$ cat config.mk
export PLATFORM = sky130hd
export DESIGN_NAME = packet_inject
export DESIGN_NICKNAME = d
export VERILOG_FILES = /design/src/rtl/packet_inject.sv
export SDC_FILE = /design/constraint.sdc
export NUM_CORES = 1
export LEC_CHECK = 0
export ABC_AREA = 1
export CAP_MARGIN = 40
export CORE_MARGIN = 3
export CORE_UTILIZATION = 46
export DETAILED_ROUTE_END_ITERATION = 6
export PLACE_DENSITY = 0.88
export SLEW_MARGIN = 20
export SYNTH_ARGS = -nofsm -noshare
export SYNTH_HDL_FRONTEND = slang
export SYNTH_SLANG_ARGS = --single-unit
$ cat constraint.sdc
create_clock -name clk -period 2.6 [get_ports clk]
set_input_delay 0.52 -clock clk [delete_from_list [all_inputs] [get_ports clk]]
set_output_delay 0.52 -clock clk [all_outputs]
set_load 0.005 [all_outputs]
$ cat src/rtl/packet_inject.sv
// Source-side packetizer: turns one request plus a stream of payload words into a HEAD/BODY/TAIL or SINGLE flit sequence under credit flow control.
// Optional build macro INJECT_TIMESTAMP_EN: cmp carries an injection timestamp instead of the hop count.
module packet_inject #(
  parameter int cur_x        = 0,
  parameter int cur_y        = 0,
  parameter int cur_z        = 0,
  parameter int BUF_DEPTH    = 4,
  parameter int MAX_LEN      = 8,
  parameter int LENW         = 4,
  parameter int FLIT_SIZE    = 32,
  parameter int HEADER_LEN   = 2,
  parameter int VC_CLASS_POS = 29,
  parameter int DST_ZPOS     = 27,
  parameter int DST_YPOS     = 25,
  parameter int DST_XPOS     = 23,
  parameter int CMP_POS      = 19,
  parameter int CMP_LEN      = 4,
  parameter int XW           = 2,
  parameter int YW           = 2,
  parameter int ZW           = 2,
  parameter int XSIZE        = 4,
  parameter int YSIZE        = 4,
  parameter int ZSIZE        = 4
) (
  input  logic                             clk,
  input  logic                             rst,
  input  logic                             req_valid,
  output logic                             req_ready,
  input  logic [XW-1:0]                    req_dst_x,
  input  logic [YW-1:0]                    req_dst_y,
  input  logic [ZW-1:0]                    req_dst_z,
  input  logic [LENW-1:0]                  req_len,
  input  logic                             data_valid,
  output logic                             data_ready,
  input  logic [FLIT_SIZE-HEADER_LEN-1:0]  data_in,
  output logic [FLIT_SIZE-1:0]             flit_out,
  output logic                             flit_valid_out,
  input  logic                             credit_in,
  output logic                             busy,
  output logic                             credit_err,
  output logic                             dbg_state_o,
  output logic [$clog2(BUF_DEPTH+1)-1:0]   dbg_credits_o
);

  localparam int CW = $clog2(BUF_DEPTH+1);
  localparam logic [HEADER_LEN-1:0] HEAD_T   = HEADER_LEN'(0);
  localparam logic [HEADER_LEN-1:0] BODY_T   = HEADER_LEN'(1);
  localparam logic [HEADER_LEN-1:0] TAIL_T   = HEADER_LEN'(2);
  localparam logic [HEADER_LEN-1:0] SINGLE_T = HEADER_LEN'(3);

  typedef enum logic {IDLE = 1'b0, SEND = 1'b1} state_t;

  state_t                 state_q;
  logic                   req_ready_q, busy_q, err_q, first_q, single_q, flit_valid_q;
  logic [LENW-1:0]        remaining_q, len_d;
  logic [CW-1:0]          credits_q;
  logic [XW-1:0]          dst_x_q;
  logic [YW-1:0]          dst_y_q;
  logic [ZW-1:0]          dst_z_q;
  logic [CMP_LEN-1:0]     cmp_q, cmp_d;
  logic [FLIT_SIZE-1:0]   flit_q, flit_d;
  logic [HEADER_LEN-1:0]  flit_type_d;
  logic                   accept;

  // Handshake: a payload beat transfers in any cycle where data_valid and data_ready are both high;
  // data_ready is only offered in SEND with at least one credit, so it is never held without a word present.
  assign accept     = (state_q == SEND) && data_valid && (credits_q != '0);
  assign data_ready = accept;

  assign req_ready      = req_ready_q;
  assign busy           = busy_q;
  assign credit_err     = err_q;
  assign flit_out       = flit_q;
  assign flit_valid_out = flit_valid_q;
  assign dbg_state_o    = state_q;
  assign dbg_credits_o  = credits_q;

  always_comb begin
    len_d = req_len;
    if (req_len == '0) len_d = LENW'(1);
    else if (req_len > LENW'(MAX_LEN)) len_d = LENW'(MAX_LEN);
  end

`ifdef INJECT_TIMESTAMP_EN
  logic [CMP_LEN-1:0] ts_q;

  always_ff @(posedge clk or posedge rst) begin
    if (rst) ts_q <= '0;
    else     ts_q <= ts_q + CMP_LEN'(1);
  end

  assign cmp_d = ts_q;
`else
  // Shortest distance along one torus ring: going the other way round may be closer.
  function automatic logic [CMP_LEN-1:0] axis_hops(input int dst, input int cur, input int size);
    int d;
    d = (dst > cur) ? dst - cur : cur - dst;
    if (size - d < d) d = size - d;
    return CMP_LEN'(d);
  endfunction

  assign cmp_d = axis_hops(int'(req_dst_x), cur_x, XSIZE)
               + axis_hops(int'(req_dst_y), cur_y, YSIZE)
               + axis_hops(int'(req_dst_z), cur_z, ZSIZE);
`endif

  always_comb begin
    flit_type_d = BODY_T;
    if (single_q)                        flit_type_d = SINGLE_T;
    else if (first_q)                    flit_type_d = HEAD_T;
    else if (remaining_q == LENW'(1))    flit_type_d = TAIL_T;
    flit_d = '0;
    if (single_q || first_q) begin
      flit_d[FLIT_SIZE-1 -: HEADER_LEN] = flit_type_d;
      flit_d[VC_CLASS_POS]              = 1'b0;
      flit_d[DST_ZPOS +: ZW]            = dst_z_q;
      flit_d[DST_YPOS +: YW]            = dst_y_q;
      flit_d[DST_XPOS +: XW]            = dst_x_q;
      flit_d[CMP_POS +: CMP_LEN]        = cmp_q;
      flit_d[CMP_POS-1:0]               = data_in[CMP_POS-1:0];
    end else begin
      flit_d = {flit_type_d, data_in};
    end
  end

  always_ff @(posedge clk or posedge rst) begin
    if (rst) begin
      state_q      <= IDLE;
      req_ready_q  <= 1'b1;
      busy_q       <= 1'b0;
      err_q        <= 1'b0;
      first_q      <= 1'b0;
      single_q     <= 1'b0;
      remaining_q  <= '0;
      credits_q    <= CW'(BUF_DEPTH);
      dst_x_q      <= '0;
      dst_y_q      <= '0;
      dst_z_q      <= '0;
      cmp_q        <= '0;
      flit_q       <= '0;
      flit_valid_q <= 1'b0;
    end else begin
      flit_valid_q <= accept;
      if (accept) flit_q <= flit_d;

      // A beat and a returned credit in the same cycle cancel out.
      if (accept && !credit_in) begin
        credits_q <= credits_q - CW'(1);
      end else if (!accept && credit_in) begin
        if (credits_q == CW'(BUF_DEPTH)) err_q <= 1'b1;
        else                             credits_q <= credits_q + CW'(1);
      end

      case (state_q)
        IDLE: begin
          if (req_valid) begin
            state_q     <= SEND;
            req_ready_q <= 1'b0;
            busy_q      <= 1'b1;
            first_q     <= 1'b1;
            single_q    <= (len_d == LENW'(1));
            remaining_q <= len_d;
            dst_x_q     <= req_dst_x;
            dst_y_q     <= req_dst_y;
            dst_z_q     <= req_dst_z;
            cmp_q       <= cmp_d;
          end
        end
        SEND: begin
          if (accept) begin
            first_q     <= 1'b0;
            remaining_q <= remaining_q - LENW'(1);
            if (remaining_q == LENW'(1)) begin
              state_q     <= IDLE;
              req_ready_q <= 1'b1;
              busy_q      <= 1'b0;
            end
          end
        end
        default: state_q <= IDLE;
      endcase
    end
  end

endmodule

* Word-level counts from Yosys, hierarchy flattened
Cells that the tools add are included.
** Word-level totals
- Bits in writable memories :: 0
- Bits in registers :: 56
- Memories kept :: 0
- Bits in latches :: 0
- Logic and storage cells :: 88
- Memory bits (read-only) :: 0
- Output and inout bits :: 41
** Cells by class
- Multiplexer cells :: 32
- Reductions and logical operators :: 15
- Equality and inequality tests :: 7
- Divide/modulo/power cells :: 0
- Multipliers :: 0
- Magnitude comparators :: 7
- Add/subtract/negate cells :: 11
- Bitwise operators :: 2
- Shifts and indexed selects :: 0
** Operators by type and width (count)
- $lt A32 B32 Y1 :: 3
- $mux W32 :: 3
- $sub A4 B32 Y32 const A :: 3
- $mux W30 :: 1
- $mux W4 :: 7
- $mux W1 :: 10
- $mux W3 :: 3
- $sub A1 B2 Y3 const A :: 3
- $add A4 B4 Y4 :: 2
- $eq A4 B1 Y1 const B :: 2
- $pmux W1 S2 :: 4
- $pmux W4 S2 :: 1
- $gt A2 B1 Y1 const B :: 3
- $mux W2 :: 3
- $reduce_and A2 Y1 :: 3
- $reduce_and A3 Y1 :: 2
- $gt A4 B4 Y1 const B :: 1
- $logic_and A1 B1 Y1 :: 4
- $logic_not A4 Y1 :: 1
- $ne A2 B1 Y1 const B :: 2
- $ne A2 B2 Y1 const B :: 2
- $sub A4 B1 Y4 const B :: 1
- $add A3 B1 Y3 const B :: 1
- $eq A3 B3 Y1 const B :: 1
- other kinds (6) :: 8

* Depth between registers and ports, before layout
- Depth after elaboration :: 7
- Depth in mapped cells :: 12
- Gate-level depth less buffers :: 11

* Worst setup path after synthesis
OpenSTA, ideal clock, no wires.
- Kind :: input to register
- Start point :: input port req_dst_x[0]
- End point :: register cmp_q[3]
- Slack :: 0.506 ns
- Cell stages on the path :: 9
- Setup time :: 0.083 ns
- Arrival :: 2.012 ns
- Buffers on the path :: 0
- Cells stage by stage :: inv_1 > nand2_1 > fa_1 > inv_1 > ha_1 > inv_1 > fa_1 > xor2_1 > o21ai_0
** Between the ends
- Word-level cells in the longest chain between the ends :: 7
- Elaborated cells between the ends (all ways) :: 8
** RTL lines
- start, declared :: RTL line 29 : input logic [XW-1:0] req_dst_x,
- $sub A1 B2 Y3 or $gt A2 B1 Y1 (tied branches) :: RTL line 97 : d = (dst > cur) ? dst - cur : cur - dst;
- $mux W32 * :: RTL line 97
- $sub A4 B32 Y32 :: RTL line 98 : if (size - d < d) d = size - d;
- $lt A32 B32 Y1 :: RTL line 98
- $mux W4 * :: RTL line 98
- $add A4 B4 Y4 * :: RTL line 103 : + axis_hops(int'(req_dst_y), cur_y, YSIZE)
- $add A4 B4 Y4 * :: RTL line 104 : + axis_hops(int'(req_dst_z), cur_z, ZSIZE);
- end signal, assigned :: RTL line 166 : cmp_q <= cmp_d;
- end, declared :: RTL line 60 : logic [CMP_LEN-1:0] cmp_q, cmp_d;
Every way passes the cells marked *; elsewhere a longest branch is shown, timed or not.
A chain may end at the register's enable or synchronous reset.

* Final worst setup path
- Start point :: input port data_valid
- End point :: output port data_ready
** Between the ends
- Word-level cells in the longest chain between the ends :: 2
** RTL lines
- start, declared :: RTL line 33 : input logic data_valid,
- $logic_and A1 B1 Y1 (2 in a row) :: RTL line 67 : assign accept = (state_q == SEND) && data_valid && (credits_q != '0);
- end, declared :: RTL line 34 : output logic data_ready,
No other way between the ends.

==> flow_summary.yaml <==
run_status:
  status: "finished clean"
clocking:
  cts_hold_buffers: 0
  insertion_delay_ns: 0.30
  cts.sinks: 56
  numCtsBuffers: 5
  postCtsSetupBuffers: 0
  cts_tree: "yes"
  ctsRootBufferMaster: "clkbuf_8"
  cts_buffer_depth: 2
  h-tree-depth: 2
  clk_pin_slew_ns: 0.09
  ctsResizeCount: 0
min_path:
  hp-class: "flop to flop"
cells_and_area:
  layout.nets: 442
  drive_gt1_share_pct: 5.685
  area_growth_pct: 37.82
  n_antenna_cell: 0
pwr:
  p_per_area_nw_per_um2: 1077
  seqPwrFrac_pct: 40.0
  p_leak_nw: 1.795
  clkPwrFrac_pct: 11.3
  pwr-share-comb_pct: 48.7
  switching_power_w: 0.001424
  p_int_w: 0.002449
  ir_worst_vdd_mv: 0.5575
  p_sw_share_pct: 36.76
  power_w: 0.003873
drt:
  drc: 0
  via_count: 2228
  routed_via_density: 4.875
  routedWlPerCell_um: 12.89
  drtIter0Drc: 76
  wirelength_um: 5890
  final_antenna_net_count: 0
  dr.pass1.iters: 4
synth:
  post-synth-top-count-cell: "nand2_1"
  ys_ff_latch: 56
  synth_simple_gate_area_share_pct: 22.96
  synth_area_leaders: "dfrtp_1, nand2_1, inv_1"
  synth_edf_count: 0
  synthArstFlopShare_pct: 100.0
  synth_xor_area_share_pct: 1.342
  netlist_area_um2: 2610
  synth_top_cell_area_share_pct: 51.77
  synthDistinctLibCells: 26
  synth.yosys.warnings: 0
  synth_adder_area_share_pct: 5.944
  ys_seq_area_share_pct: 53.79
  synthMuxAreaShare_pct: 0
  synthCells: 301
  synth_compound_area_share_pct: 7.430
  synth_ff_type: "dfrtp_1"
  synth_commonest_cells: "nand2_1, dfrtp_1, inv_1, o21ai_0"
  yosysTopAreaCell: "dfrtp_1"
  synth_area_per_cell_um2: 8.671
  synth_top_family_by_area: "simple AND/OR/NAND/NOR gates"
floorplan:
  die_area_um2: 6614
  ioPinCount: 86
  die_h_um: 81.33
  rows: 26
  die_w_um: 81.33
  core_um2: 5303
  start_util_pct: 49.22
place:
  place_congestion: 0.8202
  port_buffers: 85
  place_hpwl_um: 4433
  pre_cts_ws_ns: -0.04161
sta:
  min_period_ns: 2.350
  worst_slew_pin_slew_ns: 0.7201
  max-slew-margin-rel_pct: 51.87
  fmax_ghz: 0.4255
  setup_slack_ns: 0.2497
  rsz0062_at_grt: "false"
  hold_viol_final: 0
  slew_viol_final: 0
  clock_skew_ns: 0.006421
  worst_hold_slack_ns: 0.4837
  post-route-period-util_pct: 90.40
  setup_viol: 0
  setup_tns_ns: 0
setup_path:
  path_max_fanout: 14
  arrival_ns: 1.83
  path_cells: "clkdlybuf4s50_1 > nand2_1 > inv_2 > nand2_4 > inv_4 > clkdlybuf4s50_1"
  crit_path_end_kind: "primary output"
  worstSetupStartpointType: "primary input"
  crit_type: "primary input to primary output"
  crit_slowest_cell: "clkdlybuf4s50_1"
  crit_path_frequent_cell: "clkdlybuf4s50_1"
  required_ns: 2.08
  critical-path-max-stage-delay_ns: 0.54
global_route:
  antenna_found_initial: 0
  grt_overflow: 0
  grt_max_degree: 57
  grt_pass1_vias: 2210
  grt_use_total_pct: 19.28
  grt_pass1_wl_um: 9791
run:
  cap_violations: 0
==> worst max-delay path: cells and delay by family <==
family        cells  cell delay, ns
simple gates      2            0.12
buf+inv           4            1.20
==> cells in the final DEF, fill, tap and decap left out, types with 2 or more instances in the layout <==
master           instances
inv_1                   31
o21ai_0                 13
buf_4                    3
clkdlybuf4s50_1         85
nand2_4                  2
nor2_1                   7
nand4_1                  2
dfstp_2                  2
inv_4                    2
a21oi_1                  2
nand2_1                130
nand3_1                  8
conb_1                   2
clkbuf_8                 5
xor2_1                   2
ha_1                     6
inv_2                    4
fa_1                     4
o211ai_1                 8
xnor2_1                  2
dfrtp_1                 54
o21ai_1                  6
==> per-layer routing <==
layer  vias to the layer above  share of wire, %  GRT usage (%)
li1                       1096                 -              -
met1                      1055                42          23.38
met2                        66                50          34.04
met3                        11               5.6          3.326
met4                         0               1.8          7.264
met5                         -                 0              0
==> flip-flops by register name, summed over array words and instances, names as in the netlist, 2 cells and up <==
signal and flops:
dst_y_q 2, dbg_credits_o 3, flit_out 32, dst_z_q 2, remaining_q 4, cmp_q 4
dst_x_q 2
==> power by group through the flow <==
stage / registers (W) / logic (W) / clock network, W
2_1_floorplan: 0.00155 / 0.00100 / 0
3_3_place_gp: 0.00154 / 0.00183 / 0
3_5_place_dp: 0.00156 / 0.00191 / 0
4_1_cts: 0.00155 / 0.00192 / 0.000452
5_1_grt: 0.00160 / 0.00215 / 0.000486
6_report: 0.00155 / 0.00189 / 0.000439
==> area by class of cell <==
type | instances | area (um^2)
Clock inverter | 1 | 5.005
Tap cell | 70 | 87.58
Multi-Input combinational cell | 198 | 991.0
Sequential cell | 56 | 1404
Clock buffer | 6 | 72.57
Fill cell | 434 | 1705
Inverter | 37 | 143.9
Timing Repair Buffer | 89 | 893.4
==> metrics by stage <==
step | std cells | cell area [um^2] | utilization [%]
6_report | 457 | 3597 | 67.84
5_1_grt | 457 | 3597 | 67.84
4_1_cts | 457 | 3597 | 67.84
3_5_place_dp | 450 | 3520 | 66.38
3_3_place_gp | 450 | 3520 | 66.38
2_1_floorplan | 302 | 2614 | -
==> final timing paths <==
kind | startpoint | endpoint | slack (ns) | depth (start not counted)
max | data_valid | data_ready | 0.25 | 6
min | flit_out[20]$_DFFE_PP0P_ | flit_out[20]$_DFFE_PP0P_ | 0.48 | 2
max reg2reg | dbg_credits_o[2]$_DFFE_PP1P_ | dbg_credits_o[2]$_DFFE_PP1P_ | 0.53 | 11
min reg2reg | flit_out[20]$_DFFE_PP0P_ | flit_out[20]$_DFFE_PP0P_ | 0.48 | 2
max in group asynchronous | rst | req_ready$_DFFE_PP1P_ | 1.70 | 3
min in group asynchronous | rst | flit_out[8]$_DFFE_PP0P_ | 0.60 | 3
==> cells by family (layout without fill, tap and decap cells) <==
group,count (synthesis),count (layout)
adder cells (fa/ha/maj),10,10
XOR/XNOR,4,4
AO/OA/AOI/OAI,32,32
flip-flops,56,56
AND/OR/NAND/NOR,150,150
buffers and inverters,48,133
other,1,2
Note: power is estimated with default switching activity, not from simulation.
